## config.mk

```make
export PLATFORM = sky130hd
export DESIGN_NAME = mult_div_unit
export DESIGN_NICKNAME = d
export VERILOG_FILES = /design/src/rtl/mdu_pkg.sv /design/src/rtl/mdu_div_step.sv /design/src/rtl/mult_div_unit.sv
export SDC_FILE = /design/constraint.sdc
export NUM_CORES = 1
export LEC_CHECK = 0
export CAP_MARGIN = 20
export CELL_PAD_IN_SITES_DETAIL_PLACEMENT = 0
export CELL_PAD_IN_SITES_GLOBAL_PLACEMENT = 1
export CORE_ASPECT_RATIO = 1.1
export CORE_MARGIN = 2
export CORE_UTILIZATION = 45
export CTS_CLUSTER_SIZE = 8
export DETAILED_ROUTE_END_ITERATION = 16
export PLACE_DENSITY_LB_ADDON = 0.05
export SLEW_MARGIN = 30
export SYNTH_ARGS = -nofsm -noshare
export SYNTH_HDL_FRONTEND = slang
export SYNTH_SLANG_ARGS = --single-unit
export TNS_END_PERCENT = 1
```

## constraint.sdc

```tcl
create_clock -name clock_in -period 16.45 [get_ports clock_in]
set_input_delay 4.1125 -clock clock_in [delete_from_list [all_inputs] [get_ports clock_in]]
set_output_delay 4.1125 -clock clock_in [all_outputs]
set_load 0.01 [all_outputs]
```

## src/rtl/mdu_pkg.sv

```systemverilog
// Shared encodings and constants for the iterative HI/LO multiply/divide unit.
package mdu_pkg;

    typedef enum logic [1:0] {
        OP_MULT  = 2'b00,
        OP_MULTU = 2'b01,
        OP_DIV   = 2'b10,
        OP_DIVU  = 2'b11
    } mdu_op_e;

    typedef enum logic [1:0] {
        S_IDLE = 2'b00,
        S_RUN  = 2'b01,
        S_FIX  = 2'b10
    } mdu_state_e;

    localparam int          MDU_ITER = 32;
    localparam logic [31:0] DIV0_LO  = 32'hFFFF_FFFF;

endpackage

```

## src/rtl/mdu_div_step.sv

```systemverilog
// One restoring-division step: shift the next dividend bit into the partial
// remainder and subtract the divisor when it fits.
module mdu_div_step #(
    parameter int WIDTH = 32
) (
    input  logic [WIDTH-1:0] i_rem,
    input  logic             i_bit,
    input  logic [WIDTH-1:0] i_divisor,
    output logic [WIDTH-1:0] o_rem,
    output logic             o_qbit
);

    logic [WIDTH:0] w_shifted;

    assign w_shifted = {i_rem, i_bit};
    assign o_qbit    = (w_shifted >= {1'b0, i_divisor});
    // When the divisor fits, the true difference is below the divisor, so
    // the modular WIDTH-bit subtraction is exact.
    assign o_rem     = o_qbit ? (w_shifted[WIDTH-1:0] - i_divisor) : w_shifted[WIDTH-1:0];

endmodule

```

## src/rtl/mult_div_unit.sv

```systemverilog
// Iterative MULT/MULTU/DIV/DIVU unit writing the HI/LO registers in 33 cycles.
// Define MDU_DIV_EN to build the divider; without it DIV/DIVU complete as no-ops.
module mult_div_unit
    import mdu_pkg::*;
#(
    parameter int WIDTH = 32,
    parameter int ITER  = MDU_ITER
) (
    input  logic             clock_in,
    input  logic             reset,
    input  logic             start,
    input  logic [1:0]       op,
    input  logic [WIDTH-1:0] operandA,
    input  logic [WIDTH-1:0] operandB,
    input  logic             hiWrite,
    input  logic             loWrite,
    input  logic [WIDTH-1:0] writeData,
    output logic             busy,
    output logic             done,
    output logic [WIDTH-1:0] hi,
    output logic [WIDTH-1:0] lo
);

    localparam int CW = $clog2(ITER);

    mdu_state_e         r_state, w_state_next;
    logic [CW-1:0]      r_count, w_count_next;
    logic [2*WIDTH-1:0] r_acc, w_acc_next;
    logic [WIDTH-1:0]   r_b_mag, w_b_mag_next;
    logic               r_neg, w_neg_next;
    logic [WIDTH-1:0]   r_hi, w_hi_next;
    logic [WIDTH-1:0]   r_lo, w_lo_next;
    logic               r_done, w_done_next;

    logic               w_signed_op, w_sign_a, w_sign_b;
    logic [WIDTH-1:0]   w_mag_a, w_mag_b;
    logic [WIDTH:0]     w_mul_sum;
    logic [2*WIDTH-1:0] w_mul_acc, w_prod;

    assign w_signed_op = (op == OP_MULT) || (op == OP_DIV);
    assign w_sign_a    = w_signed_op & operandA[WIDTH-1];
    assign w_sign_b    = w_signed_op & operandB[WIDTH-1];
    assign w_mag_a     = w_sign_a ? (-operandA) : operandA;
    assign w_mag_b     = w_sign_b ? (-operandB) : operandB;

    // Accumulator holds {partial product, remaining multiplier bits}.
    assign w_mul_sum = {1'b0, r_acc[2*WIDTH-1:WIDTH]} + (r_acc[0] ? {1'b0, r_b_mag} : '0);
    assign w_mul_acc = {w_mul_sum, r_acc[WIDTH-1:1]};
    assign w_prod    = r_neg ? (-r_acc) : r_acc;

`ifdef MDU_DIV_EN
    logic               r_is_div, w_is_div_next;
    logic               r_neg_r, w_neg_r_next;
    logic               r_div0, w_div0_next;
    logic [WIDTH-1:0]   r_a_raw, w_a_raw_next;
    logic [WIDTH-1:0]   w_div_rem, w_quot, w_rem;
    logic               w_qbit;
    logic [2*WIDTH-1:0] w_div_acc;

    // For division the accumulator holds {remainder, dividend/quotient}.
    mdu_div_step #(.WIDTH(WIDTH)) u_div_step (
        .i_rem     (r_acc[2*WIDTH-1:WIDTH]),
        .i_bit     (r_acc[WIDTH-1]),
        .i_divisor (r_b_mag),
        .o_rem     (w_div_rem),
        .o_qbit    (w_qbit)
    );

    assign w_div_acc = {w_div_rem, r_acc[WIDTH-2:0], w_qbit};
    assign w_quot    = r_neg ? (-r_acc[WIDTH-1:0]) : r_acc[WIDTH-1:0];
    assign w_rem     = r_neg_r ? (-r_acc[2*WIDTH-1:WIDTH]) : r_acc[2*WIDTH-1:WIDTH];
`endif

    always_comb begin
        w_state_next = r_state;
        w_count_next = r_count;
        w_acc_next   = r_acc;
        w_b_mag_next = r_b_mag;
        w_neg_next   = r_neg;
        w_hi_next    = r_hi;
        w_lo_next    = r_lo;
        w_done_next  = 1'b0;
`ifdef MDU_DIV_EN
        w_is_div_next = r_is_div;
        w_neg_r_next  = r_neg_r;
        w_div0_next   = r_div0;
        w_a_raw_next  = r_a_raw;
`endif
        case (r_state)
            S_IDLE: begin
                if (start) begin
                    w_acc_next   = {{WIDTH{1'b0}}, w_mag_a};
                    w_b_mag_next = w_mag_b;
                    w_neg_next   = w_sign_a ^ w_sign_b;
                    w_count_next = '0;
`ifdef MDU_DIV_EN
                    w_is_div_next = op[1];
                    w_neg_r_next  = w_sign_a;
                    w_div0_next   = (operandB == '0);
                    w_a_raw_next  = operandA;
                    w_state_next  = S_RUN;
`else
                    if (op[1]) begin
                        w_done_next = 1'b1;
                    end else begin
                        w_state_next = S_RUN;
                    end
`endif
                end else begin
                    if (hiWrite) w_hi_next = writeData;
                    if (loWrite) w_lo_next = writeData;
                end
            end
            S_RUN: begin
`ifdef MDU_DIV_EN
                w_acc_next = r_is_div ? w_div_acc : w_mul_acc;
`else
                w_acc_next = w_mul_acc;
`endif
                w_count_next = r_count + 1'b1;
                if (r_count == CW'(ITER - 1)) begin
                    w_state_next = S_FIX;
                end
            end
            S_FIX: begin
                w_hi_next = w_prod[2*WIDTH-1:WIDTH];
                w_lo_next = w_prod[WIDTH-1:0];
`ifdef MDU_DIV_EN
                if (r_is_div) begin
                    if (r_div0) begin
                        w_hi_next = r_a_raw;
                        w_lo_next = WIDTH'(DIV0_LO);
                    end else begin
                        w_hi_next = w_rem;
                        w_lo_next = w_quot;
                    end
                end
`endif
                w_done_next  = 1'b1;
                w_state_next = S_IDLE;
            end
            default: w_state_next = S_IDLE;
        endcase
    end

    always_ff @(posedge clock_in or posedge reset) begin
        if (reset) begin
            r_state <= S_IDLE;
            r_count <= '0;
            r_acc   <= '0;
            r_b_mag <= '0;
            r_neg   <= 1'b0;
            r_hi    <= '0;
            r_lo    <= '0;
            r_done  <= 1'b0;
`ifdef MDU_DIV_EN
            r_is_div <= 1'b0;
            r_neg_r  <= 1'b0;
            r_div0   <= 1'b0;
            r_a_raw  <= '0;
`endif
        end else begin
            r_state <= w_state_next;
            r_count <= w_count_next;
            r_acc   <= w_acc_next;
            r_b_mag <= w_b_mag_next;
            r_neg   <= w_neg_next;
            r_hi    <= w_hi_next;
            r_lo    <= w_lo_next;
            r_done  <= w_done_next;
`ifdef MDU_DIV_EN
            r_is_div <= w_is_div_next;
            r_neg_r  <= w_neg_r_next;
            r_div0   <= w_div0_next;
            r_a_raw  <= w_a_raw_next;
`endif
        end
    end

    assign busy = (r_state != S_IDLE);
    assign done = r_done;
    assign hi   = r_hi;
    assign lo   = r_lo;

endmodule
```

After elaboration in Yosys (flattened, before gate mapping)
Index checks and enable logic that the tools add are counted.
{"block": "totals", "out_inout_bits": 66, "inputBits": 103, "register_bits": 169}
{"block": "classes", "reduce_logical": 11, "n_mux": 21, "bitwise": 3, "eq_ne": 10, "add_sub_neg": 5}
{"cell": "$mux W32", "count": 7}
{"cell": "$mux W64", "count": 2}
{"cell": "$pmux W32 S2", "count": 2}
{"cell": "$pmux W64 S2", "count": 1}
{"cell": "$neg A32 Y32", "count": 2}
{"cell": "$neg A64 Y64", "count": 1}
{"cell": "$add A32 B32 Y33", "count": 1}
{"cell": "$ne A2 B2 Y1 const B", "count": 6}
{"cell": "$pmux W5 S2", "count": 1}
{"cell": "$reduce_and A3 Y1", "count": 3}
{"cell": "$mux W2", "count": 3}
{"cell": "$reduce_bool A2 Y1", "count": 3}
{"cell": "$add A5 B1 Y5 const B", "count": 1}
{"cell": "$eq A5 B5 Y1 const B", "count": 1}
{"cell": "$mux W5", "count": 1}
{"cell": "$eq A2 B2 Y1 const B", "count": 2}
{"cell": "$logic_not A2 Y1", "count": 2}
{"cell": "$pmux W2 S2", "count": 1}
{"cell": "$reduce_and A2 Y1", "count": 2}
{"cell": "$and A1 B1 Y1", "count": 2}
{"cell": "$eq A2 B1 Y1 const B", "count": 1}
{"cell": "$mux W1", "count": 2}
{"cell": "$pmux W1 S2", "count": 1}
{"cell": "$logic_or A1 B1 Y1", "count": 1}
{"cell": "$xor A1 B1 Y1", "count": 1}

Depth between registers and ports, before layout
Gate-level depths: netlist of run 1.
{"block": "logic_depth", "depth_word": 6, "ltp_mapped": 13, "ltp_nobuf": 11}

Worst setup path before layout of run 1
No wires, ideal clock.
{"block": "synth_path", "path_kind": "in2reg", "startpoint": "input operandB[0]", "endpoint": "register r_b_mag[30]", "stages": 9, "arrival_ps": 6415, "setup_time_ps": 133, "slack_ps": 9902, "t_required_ps": 16317, "path_cell_list": "inv_1 > ha_1 > or3b_2 > nor4b_1 > nand2_1 > or4_1 > o41ai_1 > xor2_1 > o21ai_0"}
{"block": "synth_between", "elab_chain_cells": 2}
{"item": "from (decl)", "line": "mult_div_unit.sv:14", "text": "input logic [WIDTH-1:0] operandB,"}
{"item": "$neg A32 Y32", "line": "mult_div_unit.sv:44", "text": "assign w_mag_b = w_sign_b ? (-operandB) : operandB;"}
{"item": "$mux W32", "line": "mult_div_unit.sv:44"}
{"item": "to (signal assigned)", "line": "mult_div_unit.sv:166", "text": "r_b_mag <= w_b_mag_next;"}
{"item": "to (decl)", "line": "mult_div_unit.sv:29", "text": "logic [WIDTH-1:0] r_b_mag, w_b_mag_next;"}
Every way passes these cells.
A chain may end at the register's enable or synchronous reset.

Final worst setup path of run 1
Ends and elaborated chain as after synthesis.

==> results of run 1 <==
worst max-delay path: stages:
cell and delay [ps]:
clkdlybuf4s50_1 430, inv_1 80, ha_1 160, or3b_2 520, nor4b_1 610, nand2_1 180, or4_1 510, o41ai_1 390
xor2_1 160, o21ai_0 80
cell families after synthesis:
kind of cell / Yosys count / share of synthesized area, %
AO/OA/AOI/OAI: 444 / 23.7
XOR/XNOR: 143 / 10.9
adder cells (fa/ha/maj): 38 / 4.20
buffers and inverters: 108 / 3.54
flip-flops: 169 / 36.8
multiplexers: 29 / 2.55
AND/OR/NAND/NOR: 417 / 18.3
metrics by stage:
step,hold slack [ps],area (um2),setup WS [ps]
2_1_floorplan,442,11500,7760
3_3_place_gp,453,13400,9070
3_5_place_dp,462,13400,9040
4_1_cts,477,13900,9500
5_1_grt,500,14000,9360
6_report,468,14000,9500
power groups by stage:
stage / registers, W / logic, W / clock network, W
after global placement: 0.000858 / 0.00131 / 0
after CTS: 0.000856 / 0.00133 / 0.000419
final: 0.000864 / 0.00133 / 0.000413
after floorplan: 0.000797 / 0.000885 / 0
after global routing: 0.000891 / 0.00148 / 0.000435
after detailed placement: 0.000864 / 0.00132 / 0
state kept, by name (all words and copies together) (netlist names):
register / cells
done: 1
hi: 32
lo: 32
r_acc: 64
r_b_mag: 32
r_count: 5
r_neg: 1
r_state: 2
layer usage:
layer	share of wire (%)	wire, um
met5	0	0
met1	49	16700
met3	6.0	2040
met4	2.4	819
met2	43	14600
final timing paths:
path / to / slack (ps)
hold / removal: r_b_mag[13]$_DFFE_PP0P_ / 470
hold reg to reg: r_b_mag[13]$_DFFE_PP0P_ / 470
max in group asynchronous: r_acc[0]$_DFFE_PP0P_ / 11210
min in group asynchronous: lo[11]$_DFFE_PP0P_ / 4070
setup / recovery: r_b_mag[30]$_DFFE_PP0P_ / 9500
setup reg to reg: r_acc[61]$_DFFE_PP0P_ / 12720
cell usage after synthesis (all sizes together), types with 28 or more instances:
cell / count / area, um2
nand2: 139 / 522
clkbuf: 75 / 282
a22oi: 28 / 210
nor2b: 42 / 263
o21ai: 168 / 841
xnor2: 70 / 613
a21oi: 96 / 480
o31ai: 28 / 215
a211oi: 40 / 300
ha: 37 / 463
dfrtp: 169 / 4230
nor2: 64 / 240
xor2: 73 / 639
and2: 38 / 238
final cells by class:
type | count | share of cell area, %
Inverter | 23 | 0.655
Clock inverter | 11 | 0.995
Tap cell | 315 | 2.82
Clock buffer | 20 | 3.20
Timing Repair Buffer | 179 | 12.7
Sequential cell | 169 | 30.3
Multi-Input combinational cell | 1071 | 49.3
placed cells by master, fill, tap and decap left out, types with 28 or more instances in the layout:
cell type,n
a211oi_1,40
a21oi_1,96
a22oi_1,28
and2_1,36
clkdlybuf4s50_1,168
dfrtp_1,168
ha_1,37
nand2_1,138
nor2_1,62
nor2b_1,40
o21ai_0,167
xnor2_1,70
xor2_1,73
==> results.toml, run 1 <==
[clocking]
clkLatencyLatePin_ps = 430
cts_hold_buf = 0
cts_tree = "done"
cts_setup_buffers = 0
cts_buffers = 17
ctsResizeCount = 0
htree_levels = 4
cts.path.max_buffers = 2
clock-sinks = 169
cts_root_buf = "clkbuf_16"
clk_pin_slew_ps = 70

[final_layout]
antenna-diode-count = 0
final_util_pct = 55.4
area_delta_synth_final_pct = 21.5
fillCellCount = 2374
instances_no_fill = 1788
multi_input_area_um2 = 6880
drive_gt1_share_pct = 4.41
seqCellArea_um2 = 4230
final_nets = 1602

[floorplanning]
fp.coreArea_um2 = 25200
fp.dieArea_um2 = 26800
die_h_um = 172
fp-row-count = 61
io_pins = 169
start_util_pct = 45.6
die_w_um = 156

[routing]
firstDrtPassIters = 5
drt-total-wl_um = 34200
viasPerCell = 5.77
drt_iter0_markers = 629
drtAntennaViolNets = 0
route.detailed.drc = 0
num_vias = 10300
wl_per_cell_um = 19.1

[global_routing]
met2_usage_pct = 38.4
antenna_found_initial = 0
grt_pass1_wl_um = 53400
grtUsageTotal_pct = 25.8
grt-busiest-layer = "met1"
use_met1_pct = 38.4
grt_max_degree = 107
grt_pass1_vias = 9506
grtUsageMet3_pct = 3.96
grt_overflow_total = 0

[run_status]
status = "completed"

[critical_path]
arrival_ps = 7230
crit_type = "primary input to register"
crit_start = "operandB[0]"
worstRegToRegCells = 11
worstPathRequired_ps = 16730
critPathMaxFanout = 5
setup.worst_path.end_class = "register"
r2r-start = "r_acc[0]$_DFFE_PP0P_"
cp-start-kind = "primary input"

[power_and_ir_drop]
power_w = 0.00260
power_density_nw_per_um2 = 187
power_leakage_nw = 5.50
power_switching_w = 0.00113
swShare_pct = 43.6
internal-power_w = 0.00147
ir_drop_v = 0.0000808
clkPwrFrac_pct = 15.9
pwr-share-seq_pct = 33.2
p_comb_share_pct = 51.0

[placed_design]
gp_congestion = 0.892
dpl.cell_count = 1757
numPortBuffers = 168
dpl.hpwl_um = 25800

[timing]
post-route-min-period_ps = 6950
timing.setup.tns_ps = 0
finalSetupViolCount = 0
rsz0062_at_grt = "no"
tightest_slew_ps = 903
finalClockSkew_ps = 9.01
finalCritPeriodShare_pct = 42.3
max_slew_margin_pct = 39.3
slew_viol_final = 0
hold_viol_final = 0
fmax_ghz = 0.144

[hold_path]
hold_start = "r_b_mag[13]$_DFFE_PP0P_"
hp-class = "register to register"
holdPathStages = 2

[synthesis]
syn_inst = 1348
synth_fp_nets = 1489
async_reset_ff_share_pct = 100
synth_enable_flop_cells = 0
mappedNetlistArea_um2 = 11500
ys_types = 65
yosysWarnings = 0
synth_seq_cells = 169
ys.flop_type = "dfrtp_1"
synth.yosys.seq_area_share_pct = 36.8
syn_area_per_cell_um2 = 8.52

[job]
maxCapViolCount = 0
No activity file was read; power rests on OpenSTA's default activity.
==> inputs of run 2 (changes only) <==
Settings changed: CORE_UTILIZATION 45 to 42.
Clock period 16.45 ns to 7.25 ns, I/O delays scaled along.
==> run 2 against run 1 <==
Sequential power rose by 130%; total power grew 130%; die area rose by 7.0%; largest power group unchanged.
==> results.toml, run 2 (synthesis gave the netlist of run 1 again) <==
[hold_path]
hp-class = "register to register"
holdPathStages = 2
min_to = "r_b_mag[14]$_DFFE_PP0P_"
hold_start = "r_b_mag[14]$_DFFE_PP0P_"

[final_layout]
seqCellArea_um2 = 4230
final_nets = 1599
largest_reg_flops = 64
drive_gt1_share_pct = 4.35
regMostFlops = "r_acc"
finish.instance_area_um2 = 14000
layout.cells.most_common_list = "dfrtp_1, clkdlybuf4s50_1, o21ai_0"
instances_no_fill = 1828
multi_input_area_um2 = 6880
antenna-diode-count = 0
fillCellCount = 2644
area_delta_synth_final_pct = 21.9

[global_routing]
grt_overflow_total = 0
grt_pass1_vias = 9667
grt_pass1_wl_um = 54900
antenna_found_initial = 0
grtUsageTotal_pct = 24.5
grt_max_degree = 123

[clocking]
clk_pin_slew_ps = 70
cts_tree = "done"
clock-sinks = 169
cts.path.max_buffers = 2
cts_buffers = 17
clkLatencyLatePin_ps = 440
cts_setup_buffers = 0
cts_hold_buf = 0
htree_levels = 4
ctsResizeCount = 0
cts_root_buf = "clkbuf_16"

[critical_path]
setup.worst_path.end_class = "register"
r2r-start = "r_acc[0]$_DFFE_PP0P_"
arrival_ps = 4910
crit_chain = "clkdlybuf4s50_1 -> inv_1 -> ha_1 -> or3b_2 -> nor4b_1 -> nand2_1 -> or4_1 -> o41ai_1 -> xor2_1 -> o21ai_0"
cp_slowest_cell = "nor4b_1"
worstRegToRegCells = 11
worstPathRequired_ps = 7540
critPathMaxFanout = 5
cp-start-kind = "primary input"
ff2ff_setup_slack_ps = 3560
r2r_end = "r_acc[61]$_DFFE_PP0P_"
crit_type = "primary input to register"
slowest_delay_ps = 570

[timing]
finalCritPeriodShare_pct = 63.6
rsz0062_at_grt = "no"
max_slew_margin_pct = 40.1
finalClockSkew_ps = 12.3
hold_viol_final = 0
post-route-min-period_ps = 4610
finalSetupViolCount = 0
timing.setup.tns_ps = 0
tightest_slew_ps = 890
slew_viol_final = 0
fmax_ghz = 0.217

[placed_design]
dpl-instance-area_um2 = 13400
dpl.hpwl_um = 26300
numPortBuffers = 168
dpl.cell_count = 1796
gp_congestion = 0.865

[routing]
num_vias = 10100
drtAntennaViolNets = 0
route.detailed.drc = 0
firstDrtPassIters = 5
wl_per_cell_um = 19.0
drt-total-wl_um = 34800
viasPerCell = 5.55
drt_iter0_markers = 629

[floorplanning]
die_w_um = 162
start_util_pct = 42.6
fp.dieArea_um2 = 28700
die_h_um = 177
fp.coreArea_um2 = 27000
io_pins = 169
fp-row-count = 63

[power_and_ir_drop]
ir_drop_v = 0.000167
power_leakage_nw = 5.49
power_density_nw_per_um2 = 424

[job]
maxCapViolCount = 0

[run_status]
status = "completed"
## run 2: cell types whose count changed in the layout (fill, tap and decap cells not counted)
cell / delta
and2_2: -1
and2_4: +1
buf_4: -3
clkbuf_1: -1
clkinv_4: +2
inv_6: -1
inv_8: +1
## run 2: metrics by stage
step	utilization [%]	setup slack (ps)	power [W]	hold WS, ps
2_1_floorplan	-	862	0.00382	442
3_3_place_gp	49.7	2170	0.00496	453
3_5_place_dp	49.7	2150	0.00499	463
4_1_cts	51.9	2610	0.00596	480
5_1_grt	51.9	2380	0.00641	497
6_report	51.9	2640	0.00594	471
## run 2: area by class of cell
type                            count  share of cell area, %
Clock buffer                       19                   3.16
Sequential cell                   169                   30.2
Clock inverter                     13                   1.14
Tap cell                          357                   3.19
Multi-Input combinational cell   1071                   49.2
Inverter                           23                  0.652
Timing Repair Buffer              176                   12.5
## run 2: worst max path at each step
stage	cells after the start	endpoint	start
after global routing	10	r_b_mag[30]$_DFFE_PP0P_	operandB[0]
after detailed placement	10	r_b_mag[30]$_DFFE_PP0P_	operandB[1]
after global placement	10	r_b_mag[30]$_DFFE_PP0P_	operandB[0]
after CTS	10	r_b_mag[30]$_DFFE_PP0P_	operandB[1]
after floorplan	1	done$_DFF_PP0_	reset
final	10	r_b_mag[30]$_DFFE_PP0P_	operandB[1]
## run 2: critical path, delay by kind of cell
| family | cells | cell delay [ps] |
|---|---|---|
| AOI/OAI and AO/OA | 2 | 500 |
| and+or+nand+nor | 4 | 1750 |
| xor gates and xnor gates | 1 | 170 |
| buffers and inverters | 2 | 520 |
| adders and majority gates | 1 | 160 |
## run 2: layer usage
metal	track usage, %	wire, um	up-vias
met2	38.1	15200	222
met1	36.4	17800	4793
met4	5.05	389	0
li1	-	-	5103
met3	3.65	1470	19
met5	0	0	-
## run 2: power by group
part | internal, W | switching, W
clock network | 0.000527 | 0.000417
logic | 0.00140 | 0.00164
registers | 0.00141 | 0.000547
total | 0.00334 | 0.00260
